<file path="config.mk">
export PLATFORM = sky130hd
export DESIGN_NAME = cache_req_arbiter
export DESIGN_NICKNAME = d
export VERILOG_FILES = /design/src/rtl/cache_req_arbiter.sv
export SDC_FILE = /design/constraint.sdc
export NUM_CORES = 1
export LEC_CHECK = 0
export BUFFER_PORTS_ARGS = -buffer_cell sky130_fd_sc_hd__buf_2
export CORE_MARGIN = 4
export CORE_UTILIZATION = 36
export DETAILED_ROUTE_END_ITERATION = 12
export MAX_ROUTING_LAYER = met4
export SLEW_MARGIN = 25
export SYNTH_ARGS = -nofsm -noshare
export SYNTH_HDL_FRONTEND = slang
export SYNTH_SLANG_ARGS = --single-unit
</file>
<file path="constraint.sdc">
create_clock -name clk -period 2.3 [get_ports clk]
set_input_delay 0.23 -clock clk [delete_from_list [all_inputs] [get_ports clk]]
set_output_delay 0.23 -clock clk [all_outputs]
set_load 0.1 [all_outputs]
</file>
<file path="src/rtl/cache_req_arbiter.sv">
// cache_req_arbiter: round-robin front end that shares one cache between
// N_REQ requesters. One operation at a time: grant, strobe, wait for done
// (with a watchdog), then pulse the response back to the granted requester.
module cache_req_arbiter #(
  parameter  int WIDTH     = 8,
  parameter  int RAM_DEPTH = 256,
  parameter  int N_REQ     = 4,
  parameter  int TIMEOUT   = 16,
  localparam int AW        = $clog2(RAM_DEPTH),
  localparam int IW        = $clog2(N_REQ),
  localparam int CW        = $clog2(TIMEOUT)
) (
  input  logic                   clk,
  input  logic                   rst,
  input  logic [N_REQ-1:0]       req_valid,
  input  logic [N_REQ-1:0]       req_we,
  input  logic [N_REQ*AW-1:0]    req_addr,
  input  logic [N_REQ*WIDTH-1:0] req_wdata,
  output logic [N_REQ-1:0]       req_ready,
  output logic [N_REQ-1:0]       rsp_valid,
  output logic [WIDTH-1:0]       rsp_rdata,
  output logic                   rsp_err,
  output logic                   c_re,
  output logic                   c_we,
  output logic [AW-1:0]          c_addr,
  output logic [WIDTH-1:0]       c_data_in,
  input  logic                   c_done,
  input  logic [WIDTH-1:0]       c_data_out,
  output logic                   busy
);

  typedef enum logic [1:0] {S_IDLE, S_ISSUE, S_WAIT, S_RESP} state_t;

  typedef struct packed {
    logic             we;
    logic [AW-1:0]    addr;
    logic [WIDTH-1:0] wdata;
  } req_t;

  localparam logic [N_REQ-1:0] ONE    = {{(N_REQ-1){1'b0}}, 1'b1};
  localparam logic [IW:0]      NREQ_W = (IW+1)'(N_REQ);
  localparam logic [IW-1:0]    LAST   = IW'(N_REQ-1);
  localparam logic [CW-1:0]    CNT_MAX = CW'(TIMEOUT-1);

  state_t            r_state, w_nxt;
  logic [IW-1:0]     r_ptr, r_gnt;
  req_t              r_req, w_req;
  logic [CW-1:0]     r_cnt;
  logic [WIDTH-1:0]  r_rdata;
  logic              r_err;

  logic [2*N_REQ-1:0] w_dbl;
  logic [N_REQ-1:0]   w_rot;
  logic [IW-1:0]      w_off, w_gnt, w_ptr_nxt;
  logic [IW:0]        w_sum, w_diff;
  logic               w_any, w_tmo;

  // Rotate the request vector so bit 0 is the requester at ptr; the lowest
  // set bit of the rotated view is the offset of the winner from ptr.
  assign w_dbl = {req_valid, req_valid} >> r_ptr;
  assign w_rot = w_dbl[N_REQ-1:0];
  assign w_any = |req_valid;

  // Priority pick: scanning high to low leaves the lowest set offset.
  always_comb begin
    w_off = '0;
    for (int k = N_REQ-1; k >= 0; k--)
      if (w_rot[k]) w_off = IW'(k);
  end

  // ptr + offset, folded back into 0..N_REQ-1 (also correct for non-pow2 N_REQ).
  assign w_sum     = {1'b0, r_ptr} + {1'b0, w_off};
  assign w_diff    = w_sum - NREQ_W;
  assign w_gnt     = (w_sum >= NREQ_W) ? w_diff[IW-1:0] : w_sum[IW-1:0];
  assign w_ptr_nxt = (r_gnt == LAST) ? '0 : r_gnt + 1'b1;
  assign w_tmo     = (r_cnt == CNT_MAX);

  // Select the winning requester's fields for latching.
  always_comb begin
    w_req.we    = req_we[w_gnt];
    w_req.addr  = req_addr[w_gnt*AW +: AW];
    w_req.wdata = req_wdata[w_gnt*WIDTH +: WIDTH];
  end

  // State register.
  always_ff @(posedge clk or posedge rst) begin
    if (rst) r_state <= S_IDLE;
    else     r_state <= w_nxt;
  end

  // Next-state: done beats the watchdog when both land in the same cycle.
  always_comb begin
    w_nxt = r_state;
    case (r_state)
      S_IDLE:  if (w_any) w_nxt = S_ISSUE;
      S_ISSUE: w_nxt = S_WAIT;
      S_WAIT:  if (c_done || w_tmo) w_nxt = S_RESP;
      S_RESP:  w_nxt = S_IDLE;
      default: w_nxt = S_IDLE;
    endcase
  end

  // Datapath: latch the grant, run the watchdog, capture the response,
  // and advance the rotation pointer past the requester just served.
  always_ff @(posedge clk or posedge rst) begin
    if (rst) begin
      r_gnt   <= '0;
      r_ptr   <= '0;
      r_req   <= '0;
      r_cnt   <= '0;
      r_rdata <= '0;
      r_err   <= 1'b0;
    end else begin
      case (r_state)
        S_IDLE:  if (w_any) begin
                   r_gnt <= w_gnt;
                   r_req <= w_req;
                 end
        S_ISSUE: r_cnt <= '0;
        S_WAIT:  if (c_done) begin
                   r_rdata <= r_req.we ? '0 : c_data_out;
                   r_err   <= 1'b0;
                 end else if (w_tmo) begin
                   r_rdata <= '0;
                   r_err   <= 1'b1;
                 end else begin
                   r_cnt <= r_cnt + 1'b1;
                 end
        S_RESP:  r_ptr <= w_ptr_nxt;
        default: ;
      endcase
    end
  end

  // Outputs decoded from state; req_ready is the only combinational path
  // from the request inputs and is held off while reset is asserted.
  always_comb begin
    req_ready = '0;
    rsp_valid = '0;
    c_re      = 1'b0;
    c_we      = 1'b0;
    busy      = (r_state != S_IDLE);
    case (r_state)
      S_IDLE:  if (w_any && !rst) req_ready = ONE << w_gnt;
      S_ISSUE: begin
                 c_re = ~r_req.we;
                 c_we =  r_req.we;
               end
      S_RESP:  rsp_valid = ONE << r_gnt;
      default: ;
    endcase
  end

  assign c_addr    = r_req.addr;
  assign c_data_in = r_req.wdata;
  assign rsp_rdata = r_rdata;
  assign rsp_err   = r_err;

endmodule

</file>
==> impl_results.md, run 1 <==
* Max clock buf depth at 2
* Synth area leader: dfrtp_1
* Core ar. at 8260 um^2
* Top post-synthesis cells by area: dfrtp_1, mux2i_1, nor3_1
* DR iter-0 viols at 76
* Tmin final at 2440 ps
* First-pass DRT Iterations at 4
* Dpl ws at 5.78 ps
* Worst Path Max Fanout at 4
* Ys Warns at 0
* Routed WL per cell at between 10 and 15 um
* CP Launch Point: r_ptr[1]$_DFFE_PP0P_
* Final ANT Viol Nets at 0
* DR DRC count at 0
* DIE AREA at 10100 um^2
* Period utilisation layout at 1.06
* Crit-path slowest cell: dfrtp_1
* First-pass GRT wire length at 12.7 mm
* CP endpoint kind: output pin
* Final GP Congestion at around 0.83
* Cells along the critical path: nor2b_1 -> o21ai_2 -> a2bb2oi_2 -> a21oi_2 -> ha_4 -> xor2_4 -> xnor2_4 -> buf_4 -> nor2_4 -> buf_12
* Row count at 33
* Synth unique cells at 37
* Syn Nets at 455
* Pin count of the biggest net entering global routing at 86
* Worst-case clock skew at 13.0 ps
* Die Span X at ~100 um
* Largest stage delay on the critical path at between 400 and 500 ps
* Initial core utilization at 0.372
* Total congestion overflow at 0
* GRT Util Overall at 0.158
* Post-synthesis instance total at 362
* Nets@finish at 555
* Hold WC Path Type: primary input to async pin
* Worst r2r src: r_ptr[1]$_DFFE_PP0P_
* Detailed Place HPWL at 5.83 mm
* Status: complete, but fails checks
* Worst-path clk slew at 80 ps
* Reg2reg end: c_data_in[4]$_DFFE_PP0P_
* Skew-Pair Late Insertion Delay at 290 ps
* Mapped cell area at roughly 3000 um^2
* Sequential fraction of the synthesis area at 0.293
* EDFF count, synth at 0
* Most frequent cells in the layout: buf_2, nor3_1, mux2i_1, nand2_1, dfrtp_1
* Clock tree root driver cell: clkbuf_8
* MaxCap Viol Count at 0
* Worst Tran Pin Value at 882 ps
* Yosys top cell area share at 0.293
* CP Class: flip-flop to output pin
* Crit path to: req_ready[1]
* Initial antenna violation count at 0
* RSZ-0062 raised after global routing: true
* FF-to-FF path depth at 11
* Peak Freq at 411 MHz
* #FFs+latches synth at 36
* Crit path DAT at 2210 ps
* Most used DFF post-synth: dfrtp_1
* Slew headroom at 0.408
* CTS Buf Count at 5
* Vias/cell at 5.03
* H-tree lvl count at 2
* Post-Syn Area per Cell at roughly 8.5 um^2
* Share of layout cells above drive strength 1 at 0.417
* Critical Path RT at 2070 ps
* Area Growth Syn to Fin at 38.6%
* Io pins at 119
* Most common cell after layout, fill and taps aside: buf_2
* Final slew viol count at 0
* Post-synthesis async set-or-reset flop share at 1.00
* Layout fillers at 766
* WL final at 8.28 mm
* Vias in the first global route at about 2.7k
* Via count at 2857
* Worst Slack Setup Final at -135 ps
* Worst setup SP type: flip-flop
* Sink Count at 36
* Failing checks: setup timing
* Final setup viols at 3
* Number of diodes at 0
* Buffers on Ports at 118
* CTS tree: built
* R2R Setup Slk at 70 ps
* Final Hold Fails at 0
* Die Y at 100 um
[stage by stage]
| step | area [um^2] | hold WS (ps) | setup TNS (ps) | utilization | cells |
|---|---|---|---|---|---|
| floorplan | 3110 | 319 | -1820 | - | 362 |
| global placement | 3720 | 403 | 0 | 0.451 | 551 |
| detailed placement | 3720 | 407 | 0 | 0.451 | 551 |
| CTS | 3880 | 87.0 | -300 | 0.469 | 559 |
| global route | 4260 | 131 | -1060 | 0.516 | 568 |
| finish | 4260 | 69.9 | -367 | 0.516 | 568 |
[layout make-up]
class | instances | area [um^2] | share of cell area
well taps | 105 | 131 | 0.0308
clock inverters | 1 | 7.51 | 0.00176
inverters | 9 | 33.8 | 0.00792
multi-input cells | 273 | 2180 | 0.512
clock buffers | 7 | 86.3 | 0.0202
repair buffers | 137 | 920 | 0.216
flip-flops and latches | 36 | 901 | 0.211
[flip-flops by register name, summed over array words and instances (netlist names)]
register / cells
rsp_rdata: 8
rsp_err: 1
r_state: 2
c_addr: 8
r_ptr: 2
r_cnt: 4
r_req: 1
r_gnt: 2
c_data_in: 8
[routing by layer]
| layer | global-route usage | wire (um) | vias up |
|---|---|---|---|
| met1 | 0.215 | 3820 | 1295 |
| met5 | - | 0 | - |
| li1 | - | - | 1456 |
| met3 | 0.0320 | 481 | 9 |
| met4 | 0.0311 | 92 | 0 |
| met2 | 0.245 | 3890 | 97 |
[what timing repair did]
action	4_1_cts	5_1_grt
cloned	0	4
endpoints found under the setup margin	4	21
hold buffers	0	0
resized for setup	12	53
buffers inserted	1	6
pin swaps	2	5
hold endpoints to repair	0	0
[kinds of logic (layout without fill, tap and decap cells)]
logic type / count (synthesis) / count (layout) / share of synthesized area
DFF: 36 / 36 / 0.293
adders and majority gates: 10 / 10 / 0.0407
muxes: 71 / 71 / 0.232
AOI/OAI and AO/OA: 20 / 20 / 0.0403
xor gates and xnor gates: 5 / 5 / 0.0252
and+or+nand+nor: 167 / 167 / 0.259
buffers and inverters: 53 / 154 / 0.109
[critical path, delay by kind of cell (launching register included)]
family	cells	cell delay, ps
flops	1	430
xor+xnor	2	350
compound gates	3	340
buf+inv	2	340
simple gates	2	250
fa+ha+maj	1	210
[synthesized netlist by cell type, types with 2 or more instances]
| master | number |
|---|---|
| a21oi_1 | 3 |
| a31oi_1 | 2 |
| and2_1 | 5 |
| buf_12 | 2 |
| buf_2 | 12 |
| buf_4 | 19 |
| clkbuf_1 | 8 |
| dfrtp_1 | 36 |
| ha_1 | 10 |
| inv_1 | 9 |
| mux2_2 | 2 |
| mux2i_1 | 68 |
| nand2_1 | 41 |
| nand2b_1 | 4 |
| nand3_1 | 25 |
| nor2_1 | 16 |
| nor2b_1 | 3 |
| nor3_1 | 69 |
| nor4_2 | 2 |
| o21ai_0 | 8 |
| o32ai_1 | 2 |
[how the worst min path moves through the flow]
| stage | to | slack [ps] |
|---|---|---|
| finish | c_addr[6]$_DFFE_PP0P_ | 70 |
| global placement | rsp_err$_DFFE_PP0P_ | 400 |
| floorplan | rsp_err$_DFFE_PP0P_ | 320 |
| CTS | r_cnt[0]$_DFFE_PP0P_ | 90 |
| detailed placement | rsp_rdata[7]$_DFFE_PP0P_ | 410 |
| global route | r_cnt[0]$_DFFE_PP0P_ | 130 |
Power of run 1 is left out: the tool's default activity adds up to more than one toggle a clock period on the data nets, which glitch-free logic cannot reach.
==> run 2, diff against run 1 <==
- ABC_AREA: not set -> 1
- PLACE_DENSITY: not set -> 0.66
==> run 2 against run 1 <==
The run still ends with setup timing left; clock skew is 1.3 ps lower; via count is 1.7% lower; area after synthesis is 13% lower; worst setup slack worse by 68 ps; non-clock buffer count is 8 higher; synthesized cell count is 2.5% higher; register-to-register slack better by 30 ps; first-iteration DRC count is 110% higher; critical endpoint is now req_ready[0]; flip-flop and latch count stayed put; fmax is 2.7% lower.
==> impl_results.md, run 2 <==
* Peak Freq at approximately 400 MHz
* Routed WL per cell at 13.0 um
* Skew-Pair Late Insertion Delay at 290 ps
* Worst setup SP type: flip-flop
* EDFF count, synth at 0
* Core ar. at 7210 um^2
* Io pins at between 100 and 150
* Post-synthesis instance total at roughly 370
* MaxCap Viol Count at 0
* CP Class: flip-flop to output pin
* Row count at 31
* Die Y at 94.0 um
* Hold path cells at 2
* First-pass DRT Iterations at 4
* Nets@finish at 583
* DR DRC count at 0
* Slew headroom at 0.651
* Worst-path clk slew at 80 ps
* Post-synth top cells: nand2_1, nand3_1, dfrtp_1
* Sequential fraction of the synthesis area at 0.338
* Status: complete, but fails checks
* Yosys top cell area share at 0.338
* Worst-case clock skew at about 12 ps
* R2R Setup Slk at 100 ps
* Synth area leader: dfrtp_1
* H-tree lvl count at 2
* Initial antenna violation count at 0
* Clock tree root driver cell: clkbuf_8
* Final slew viol count at 0
* Die Span X at 94.0 um
* Final setup viols at 4
* #FFs+latches synth at 36
* CTS tree: built
* Crit path DAT at 2270 ps
* Pin count of the biggest net entering global routing at 32
* Worst Path Max Fanout at 6
* GRT Util Overall at 0.181
* Max clock buf depth at 2
* Worst Slack Setup Final at -203 ps
* Worst Tran Pin Value at 521 ps
* Cells along the critical path: inv_4 -> nand2_4 -> nand3_2 -> nand2_2 -> buf_4 -> buf_4 -> buf_4 -> buf_4 -> nand2_2 -> nand2_2 -> nand2_4 -> nand2_8 -> nor3_4 -> buf_12
* Failing checks: setup timing
* Critical Path RT at 2070 ps
* Post-route cell area at approximately 3700 um^2
* Layout fillers at about 700
* Hold Startpoint: c_done
* Post-synthesis async set-or-reset flop share at 1.00
* Vias in the first global route at between 2k and 3k
* Mapped cell area at 2670 um^2
* Hold WC Path Type: primary input to flip-flop
* Number of diodes at 0
* Initial core utilization at 0.369
* Most used DFF post-synth: dfrtp_1
* Detailed Place HPWL at roughly 5.8 mm
* FF-to-FF path depth at 16
* Reg2reg end: c_data_in[7]$_DFFE_PP0P_
* Post-Syn Area per Cell at 7.18 um^2
* Largest stage delay on the critical path at 470 ps
* DIE AREA at between 8000 and 9000 um^2
* Syn Nets at 464
* Final GP Congestion at 0.904
* Vias/cell at around 4.8
* Period utilisation layout at 1.09
* Share of layout cells above drive strength 1 at 0.424
* Crit-path slowest cell: dfrtp_2
* Dpl ws at -25.1 ps
* Most frequent cells in the layout: nand2_1, buf_2, dfrtp_1, nand3_1, buf_4
* CTS Buf Count at 5
* DR iter-0 viols at approximately 160
* Via count at 2809
* Sink Count at 36
* First-pass GRT wire length at 12.5 mm
* Worst r2r src: r_ptr[0]$_DFFE_PP0P_
* CP endpoint kind: output pin
* Tmin final at 2500 ps
* Final Hold Fails at 0
* WL final at 7.68 mm
* Ys Warns at 0
* Top-count cell post-synth: nand2_1
* Top post-synthesis cells by area: dfrtp_1, nand2_1, nand3_1
* Most common cell after layout, fill and taps aside: nand2_1
* Area Growth Syn to Fin at 37.5%
* Buffers on Ports at 118
* Final ANT Viol Nets at 0
* Post-Place Cell Area at 3370 um^2
* RSZ-0062 raised after global routing: true
* Hold endpoint: rsp_err$_DFFE_PP0P_
* Total congestion overflow at 0
* Worst path most repeated cell: buf_4
* Synth unique cells at 31
* Final hold slack at 125 ps
run 2: changes by cell type after synthesis, sizes merged, moves of 12 or more:
cell,delta
buf,-12
inv,+12
mux2i,-67
nand2,+117
nand3,+31
nand4,+16
nor3,-68
run 2: how the worst max path moves through the flow:
stage	startpoint	to	slack [ps]	cells past startpoint
finish	r_ptr[0]$_DFFE_PP0P_	req_ready[0]	-200	14
global route	r_ptr[0]$_DFFE_PP0P_	req_ready[0]	-320	12
CTS	r_ptr[0]$_DFFE_PP0P_	req_ready[0]	-230	12
detailed placement	r_ptr[0]$_DFFE_PP0P_	req_ready[2]	-30	13
global placement	r_ptr[0]$_DFFE_PP0P_	req_ready[2]	90	13
floorplan	r_ptr[0]$_DFFE_PP0P_	req_ready[3]	-380	11
run 2: cell type report:
class	instances	area, um^2	share of cell area
clock inverter	3	18.8	0.00512
sequential	36	903	0.247
tap	99	124	0.0338
multi-input combinational	278	1580	0.432
inverter	24	98.8	0.0270
clock buffer	5	68.8	0.0188
timing repair buffer	145	868	0.237
run 2: timing repair:
item,in CTS,in global routing
pin swaps,13,1
hold endpoints to repair,5,0
resized for setup,22,3
setup endpoints to repair,4,21
buffers inserted,12,1
hold buffers,1,0
run 2: through the flow:
stage	utilization	TNS (ps)	instances
CTS	0.505	-777	590
global route	0.508	-1220	590
detailed placement	0.467	-36.3	569
global placement	0.467	0	569
floorplan	-	-1210	371
finish	0.508	-716	590
run 2: worst max-delay path, delay by kind of cell, from the launching register on:
kind	cells	cell delay (ps)
buf+inv	6	810
simple gates	8	690
flops	1	470
run 2: cells by family (layout without fill, tap and decap cells):
family          count (synthesis)  count (layout)  synth area share
simple gates                  242             242             0.437
buf+inv                        57             177             0.119
flops                          36              36             0.338
compound gates                 22              22            0.0455
fa+ha+maj                      10              10            0.0469
xor+xnor                        3               3           0.00986
mux                             1               1           0.00376
run 2: metal layers:
layer  up-vias  wire, um  global-route usage
met2        97      3670               0.305
met3        14       525              0.0345
met5         -         0                   -
li1       1427         -                   -
met1      1271      3360               0.224
met4         0       116              0.0481
Power of run 2 is left out for the same reason.
